### config.mk
export PLATFORM = sky130hd
export DESIGN_NAME = vga_plot_arbiter
export DESIGN_NICKNAME = d
export VERILOG_FILES = /design/src/rtl/vga_plot_arbiter.sv
export SDC_FILE = /design/constraint.sdc
export NUM_CORES = 1
export LEC_CHECK = 0
export CORE_MARGIN = 2
export CORE_UTILIZATION = 46
export CTS_BUF_LIST = sky130_fd_sc_hd__clkbuf_8
export DETAILED_ROUTE_END_ITERATION = 16
export GPL_TIMING_DRIVEN = 0
export PLACE_DENSITY = 0.88
export SLEW_MARGIN = 5
export SYNTH_ARGS = -nofsm -noshare
export SYNTH_HDL_FRONTEND = slang
export SYNTH_SLANG_ARGS = --single-unit
### constraint.sdc
create_clock -name Clock -period 5.1 [get_ports Clock]
set_clock_uncertainty 0.05 [all_clocks]
set_input_delay 1.53 -clock Clock [delete_from_list [all_inputs] [get_ports Clock]]
set_output_delay 1.53 -clock Clock [all_outputs]
set_load 0.01 [all_outputs]
### src/rtl/vga_plot_arbiter.sv
// rtl/vga_plot_arbiter.sv - shares the VGA pixel-write port among drawing engines with burst grants
// Optional ROUND_ROBIN_EN selects rotating priority; default is fixed priority (index 0 highest).
module vga_plot_arbiter #(
  parameter int NUM_REQ  = 4,
  parameter int X_W      = 8,
  parameter int Y_W      = 7,
  parameter int COLOUR_W = 3,
  parameter int TIMEOUT  = 19200,
  parameter int TO_W     = 15
) (
  input  logic                         Clock,
  input  logic                         Resetn,
  input  logic [NUM_REQ-1:0]           req,
  input  logic [NUM_REQ-1:0]           done,
  input  logic [NUM_REQ-1:0]           px_valid,
  input  logic [NUM_REQ*X_W-1:0]       x_in,
  input  logic [NUM_REQ*Y_W-1:0]       y_in,
  input  logic [NUM_REQ*COLOUR_W-1:0]  colour_in,
  output logic [NUM_REQ-1:0]           grant,
  output logic [X_W-1:0]               x,
  output logic [Y_W-1:0]               y,
  output logic [COLOUR_W-1:0]          colour,
  output logic                         plot,
  output logic                         busy,
  output logic                         timeout_err
);

  localparam int IDX_W = (NUM_REQ > 1) ? $clog2(NUM_REQ) : 1;

  typedef enum logic [1:0] {
    S_IDLE,
    S_ARB,
    S_GRANT,
    S_RELEASE
  } state_t;

  state_t               state, state_d;
  logic [NUM_REQ-1:0]   grant_d;
  logic [IDX_W-1:0]     sel, sel_d;
  logic [IDX_W-1:0]     win;
  logic [TO_W-1:0]      cnt, cnt_d;
  logic [X_W-1:0]       x_d;
  logic [Y_W-1:0]       y_d;
  logic [COLOUR_W-1:0]  colour_d;
  logic                 plot_d;
  logic                 terr_d;
  logic                 last_cycle;
  logic                 owner_leaves;

`ifdef ROUND_ROBIN_EN
  logic [IDX_W-1:0]     ptr, ptr_d;

  // Scan downward and overwrite so the survivor is the first hit upward from ptr.
  always_comb begin
    win = '0;
    for (int k = NUM_REQ-1; k >= 0; k--) begin
      if (req[(int'(ptr) + k) % NUM_REQ]) win = IDX_W'((int'(ptr) + k) % NUM_REQ);
    end
  end
`else
  always_comb begin
    win = '0;
    for (int i = NUM_REQ-1; i >= 0; i--) begin
      if (req[i]) win = IDX_W'(i);
    end
  end
`endif

  assign last_cycle   = (cnt == TO_W'(TIMEOUT - 1));
  assign owner_leaves = done[sel] || !req[sel];
  assign busy         = (state == S_GRANT);

  always_comb begin
    state_d  = state;
    grant_d  = grant;
    sel_d    = sel;
    cnt_d    = cnt;
    x_d      = x;
    y_d      = y;
    colour_d = colour;
    plot_d   = 1'b0;
    terr_d   = 1'b0;
`ifdef ROUND_ROBIN_EN
    ptr_d    = ptr;
`endif
    case (state)
      S_IDLE: begin
        if (|req) state_d = S_ARB;
      end
      S_ARB: begin
        cnt_d = '0;
        if (|req) begin
          grant_d = NUM_REQ'(1) << win;
          sel_d   = win;
          state_d = S_GRANT;
`ifdef ROUND_ROBIN_EN
          ptr_d   = (int'(win) == NUM_REQ - 1) ? '0 : win + 1'b1;
`endif
        end else begin
          state_d = S_IDLE;
        end
      end
      S_GRANT: begin
        // The owner's pixel is written even on the cycle the burst ends.
        plot_d = px_valid[sel];
        if (px_valid[sel]) begin
          x_d      = x_in[sel*X_W +: X_W];
          y_d      = y_in[sel*Y_W +: Y_W];
          colour_d = colour_in[sel*COLOUR_W +: COLOUR_W];
        end
        if (!last_cycle) cnt_d = cnt + 1'b1;
        if (owner_leaves) begin
          grant_d = '0;
          state_d = S_RELEASE;
        end else if (last_cycle) begin
          grant_d = '0;
          terr_d  = 1'b1;
          state_d = S_RELEASE;
        end
      end
      S_RELEASE: begin
        state_d = S_IDLE;
      end
      default: begin
        state_d = S_IDLE;
      end
    endcase
  end

  always_ff @(posedge Clock) begin
    if (!Resetn) begin
      state       <= S_IDLE;
      grant       <= '0;
      sel         <= '0;
      cnt         <= '0;
      x           <= '0;
      y           <= '0;
      colour      <= '0;
      plot        <= 1'b0;
      timeout_err <= 1'b0;
`ifdef ROUND_ROBIN_EN
      ptr         <= '0;
`endif
    end else begin
      state       <= state_d;
      grant       <= grant_d;
      sel         <= sel_d;
      cnt         <= cnt_d;
      x           <= x_d;
      y           <= y_d;
      colour      <= colour_d;
      plot        <= plot_d;
      timeout_err <= terr_d;
`ifdef ROUND_ROBIN_EN
      ptr         <= ptr_d;
`endif
    end
  end

endmodule

Word level (Yosys, flattened, before mapping)
Index checks and enable logic that the tools add are counted.
- input bits: 86
- flip-flop bits (word level): 43
- output and inout bits: 25
- reduce and logical (&&, ||, !) cells: 12
- add/sub/neg operators: 1
- bitwise gates (word level): 2
- mux-type cells: 22
- magnitude comparators: 1
- eq/ne operators: 8
- $mul: 2
- shift operators: 4
- operators with widths (cell ; number):
    $shiftx 32x6->8 ; 1
    $pmux 15 s2 ; 1
    $shiftx 28x6->7 ; 1
    $mux 2 ; 8
    $add 15x1->15 const B ; 1
    $eq 15x15->1 const B ; 1
    $mux 15 ; 1
    $mux 4 ; 3
    $shiftx 12x5->3 ; 1
    $reduce_and 2->1 ; 5
    $pmux 2 s4 ; 1
    $pmux 4 s2 ; 1
    $bmux 1 s2 ; 3
    $ne 2x2->1 const B ; 3
    $mul 2x3->5 const B ; 1
    $eq 2x2->1 const B ; 2
    $mul 2x2->4 const B ; 1
    $mux 1 ; 4
    $reduce_or 4->1 ; 1
    $shl 1x2->4 const A ; 1
    $lt 2x3->1 const B ; 1
    $ne 3x1->1 const B ; 1
    $reduce_and 3->1 ; 1
    $reduce_or 3->1 ; 1
    6 further kinds ; 7

Logic depth before layout (Yosys ltp)
- depth after elaboration: 7
- gate-level depth with buffers: 9
- gate-level depth less buffers: 7

Least setup slack after synthesis
OpenSTA, ideal clock, no wires.
- path type: input port to flip-flop
- from: in px_valid[3]
- to: reg colour[0]
- path buffers: 1
- arrival: 2.572 ns
- setup slack: 2.351 ns
- stages on the path: 5
- cells stage by stage: mux4_2 nand2_4 buf_6 mux2i_1 nor2_1
- cells in the longest elaborated chain, start to end: 3
- ends and longest elaborated chain (element ; line ; RTL):
    start: declaration ; 15 ; input logic [NUM_REQ-1:0] px_valid,
    $bmux 1 s2 ; 106 ; if (px_valid[sel]) begin
    $mux 1 (implied by the code) ; 106 ;
    $reduce_and 2->1 (no source line) ; -- ;
    end signal: assignment ; 151 ; colour <= colour_d;
    end: declaration ; 22 ; output logic [COLOUR_W-1:0] colour,
No other way between the ends. The select of a mux whose other input is x is not followed.
A chain may end at the register's enable or synchronous reset.

==> flow_summary.toml <==
[drt]
drtIter0Drc = 119
route.detailed.drc = 0
wl_per_cell_microns = 16.67
via_per_inst = 5.399
vias = 2316
totalWireLength_microns = 7152
ant_nets = 0
firstDrtPassIters = 4

[worst_setup_path]
end_kind = "register"
worst_ep_required_time_ns = 5.28
crit_path_top_delay_cell = "clkdlybuf4s50_1"
worstSetupStartpointType = "input pin"
worstPathMaxFanout = 8
path_buf_inv = 1
path_cells = "clkdlybuf4s50_1 > nand2b_1 > mux4_2 > o21ai_1 > or2_1 > mux2i_1"
arrival_ns = 3.26
slowest_delay_ns = 0.59
critPathKind = "input pin to register"
critPathTopFamily = "multiplexers"

[sta]
period_needed_ns = 3.088
relSlewSlack_pct = 47.39
finalSetupViolCount = 0
rsz0062_at_grt = "no"
hold_viol_final = 0
final_max_slew_viol_count = 0
worst_pin_slew_ns = 0.7832
setup_slack_ns = 2.012
hold_ws_ns = 0.4051
period_share_pct = 60.56
fmax_mhz = 323.8
tns_ns = 0

[pwr]
ir_drop_uv = 157.7
power.density_nw_per_um2 = 222.9
leakagePower_nw = 1.420
total_power_mw = 0.8239

[synthesis]
avgSynthCellArea_sq_um = 9.973
synth_fp_nets = 332
ys_ff_latch = 43
synthCells = 241
yosysWarnings = 0
ys_types = 42
synth-seq-area-share_pct = 35.81
synth_area_sq_um = 2404

[clock_tree]
numCtsBuffers = 5
clock_path_buffers = 2
insertion_delay_ns = 0.30
cts_max_level = 2
cts_setup_buffers = 0
clk_pin_slew_ns = 0.07
cts_tree = "yes"
cts_resized = 0
ctsHoldBuffers = 0
cts_sinks = 43
cts_root_buf = "clkbuf_8"

[layout]
final_area_sq_um = 3696
drive_gt1_share_pct = 10.86
nets = 449
final_common_cell = "clkdlybuf4s50_1"
layout_common_cells = "clkdlybuf4s50_1 (110), dfxtp_1 (43), nor2_1 (35)"
num_antenna_cells = 0
area_growth_pct = 53.77

[floorplanning]
io_pins = 111
die_w_microns = 76.29
dieArea_sq_um = 5819
die_h_microns = 76.29
row_count = 26
initial_core_util_pct = 47.36
coreArea_sq_um = 5075

[grt]
grt_pass1_vias = 2554
grt_max_degree = 14
grt_first_pass_wirelength_microns = 11820
antenna_found_initial = 0
track_usage_pct = 25.79
grt_overflow = 0

[worst_hold_path]
hold_class = "register to register"

[placed_design]
placed_cell_area_sq_um = 3592
dpl_worst_slack_ns = 1.711
placement.io_buffers = 110
gp_congestion = 0.8478
dp_hpwl_microns = 5761

[job]
maxCapViolations = 0

[status]
outcome = "completed"
## report_power, final
group / leakage [nW] / switching, mW / internal (mW)
combinational: 1.02 / 0.0949 / 0.136
clock: 0.0505 / 0.118 / 0.123
sequential: 0.348 / 0.00579 / 0.346
total: 1.42 / 0.219 / 0.605
## layer usage
metal,vias up,part of all wire [%],global-route usage (%)
li1,1105,-,-
met1,1109,35,26.12
met2,90,55,48.67
met3,12,7.8,9.123
met4,0,1.8,8.727
met5,-,0,0
## state kept, by name, summed over array words and instances (netlist names), named ones only
name / count
cnt: 15
colour: 3
grant: 4
plot: 1
sel: 2
state: 1
timeout_err: 1
x: 8
y: 7
## Yosys cell counts (all sizes together)
master	n	share of area (%)
or3b	1	0.36
nor3b	2	0.62
nand2b	5	1.3
dfxtp	43	36
xor2	5	1.8
nand4bb	2	0.94
or3	2	0.52
nand4b	1	0.36
nand4	3	1.0
ha	5	2.6
nand2	18	3.1
o21ai	8	1.7
buf	6	1.6
a22oi	1	0.31
o22ai	1	0.26
a21oi	7	1.5
or4b	1	0.42
o211ai	1	0.31
nor3	6	1.2
clkbuf	7	1.1
and3	3	0.78
or2	2	0.52
nor2	35	5.5
o41ai	1	0.68
nand3b	1	0.31
nor2b	1	0.26
mux2i	19	7.9
o31ai	1	0.31
inv	9	1.4
nor4	5	1.3
nand3	10	2.3
xnor2	5	1.8
a221oi	1	0.36
or4	3	0.94
mux4	20	19
## stage by stage
stage / util (%) / std cells
floorplan: - / 241
global placement: 70.78 / 421
detailed placement: 70.78 / 421
CTS: 72.83 / 429
global route: 72.83 / 429
finish: 72.83 / 429
## layout make-up
cell class              count  area (sq um)
multi-input cells         176          1444
fillers                   362          1379
repair buffers            110          1101
flip-flops and latches     43         860.8
clock buffers               7         96.34
well taps                  70         87.58
plain buffers              13         65.06
inverters                   9         33.78
clock inverters             1         7.507
## tightest hold or removal path: stages, from the launching register on
cell and delay (ns):
dfxtp_1 0.32, nand3_1 0.06, nand2_1 0.04
## path summary, 6_finish.rpt
path / endpoint / depth (start not counted) / slack, ns / startpoint
setup / recovery: register / 6 / 2.01 / req[1]
hold / removal: grant[3] / 2 / 0.41 / grant[3]
setup reg to reg: cnt[14] / 7 / 2.84 / state[0]
hold reg to reg: grant[3] / 2 / 0.41 / grant[3]
## cell families after synthesis
kind of cell | count (synthesis) | synth area share [%]
AOI/OAI and AO/OA | 21 | 5.362
xor gates and xnor gates | 10 | 3.644
adders and majority gates | 5 | 2.603
buffers and inverters | 22 | 4.113
DFF | 43 | 35.81
muxes | 39 | 26.65
and+or+nand+nor | 101 | 21.81
Note: power is estimated with default switching activity, not from simulation.
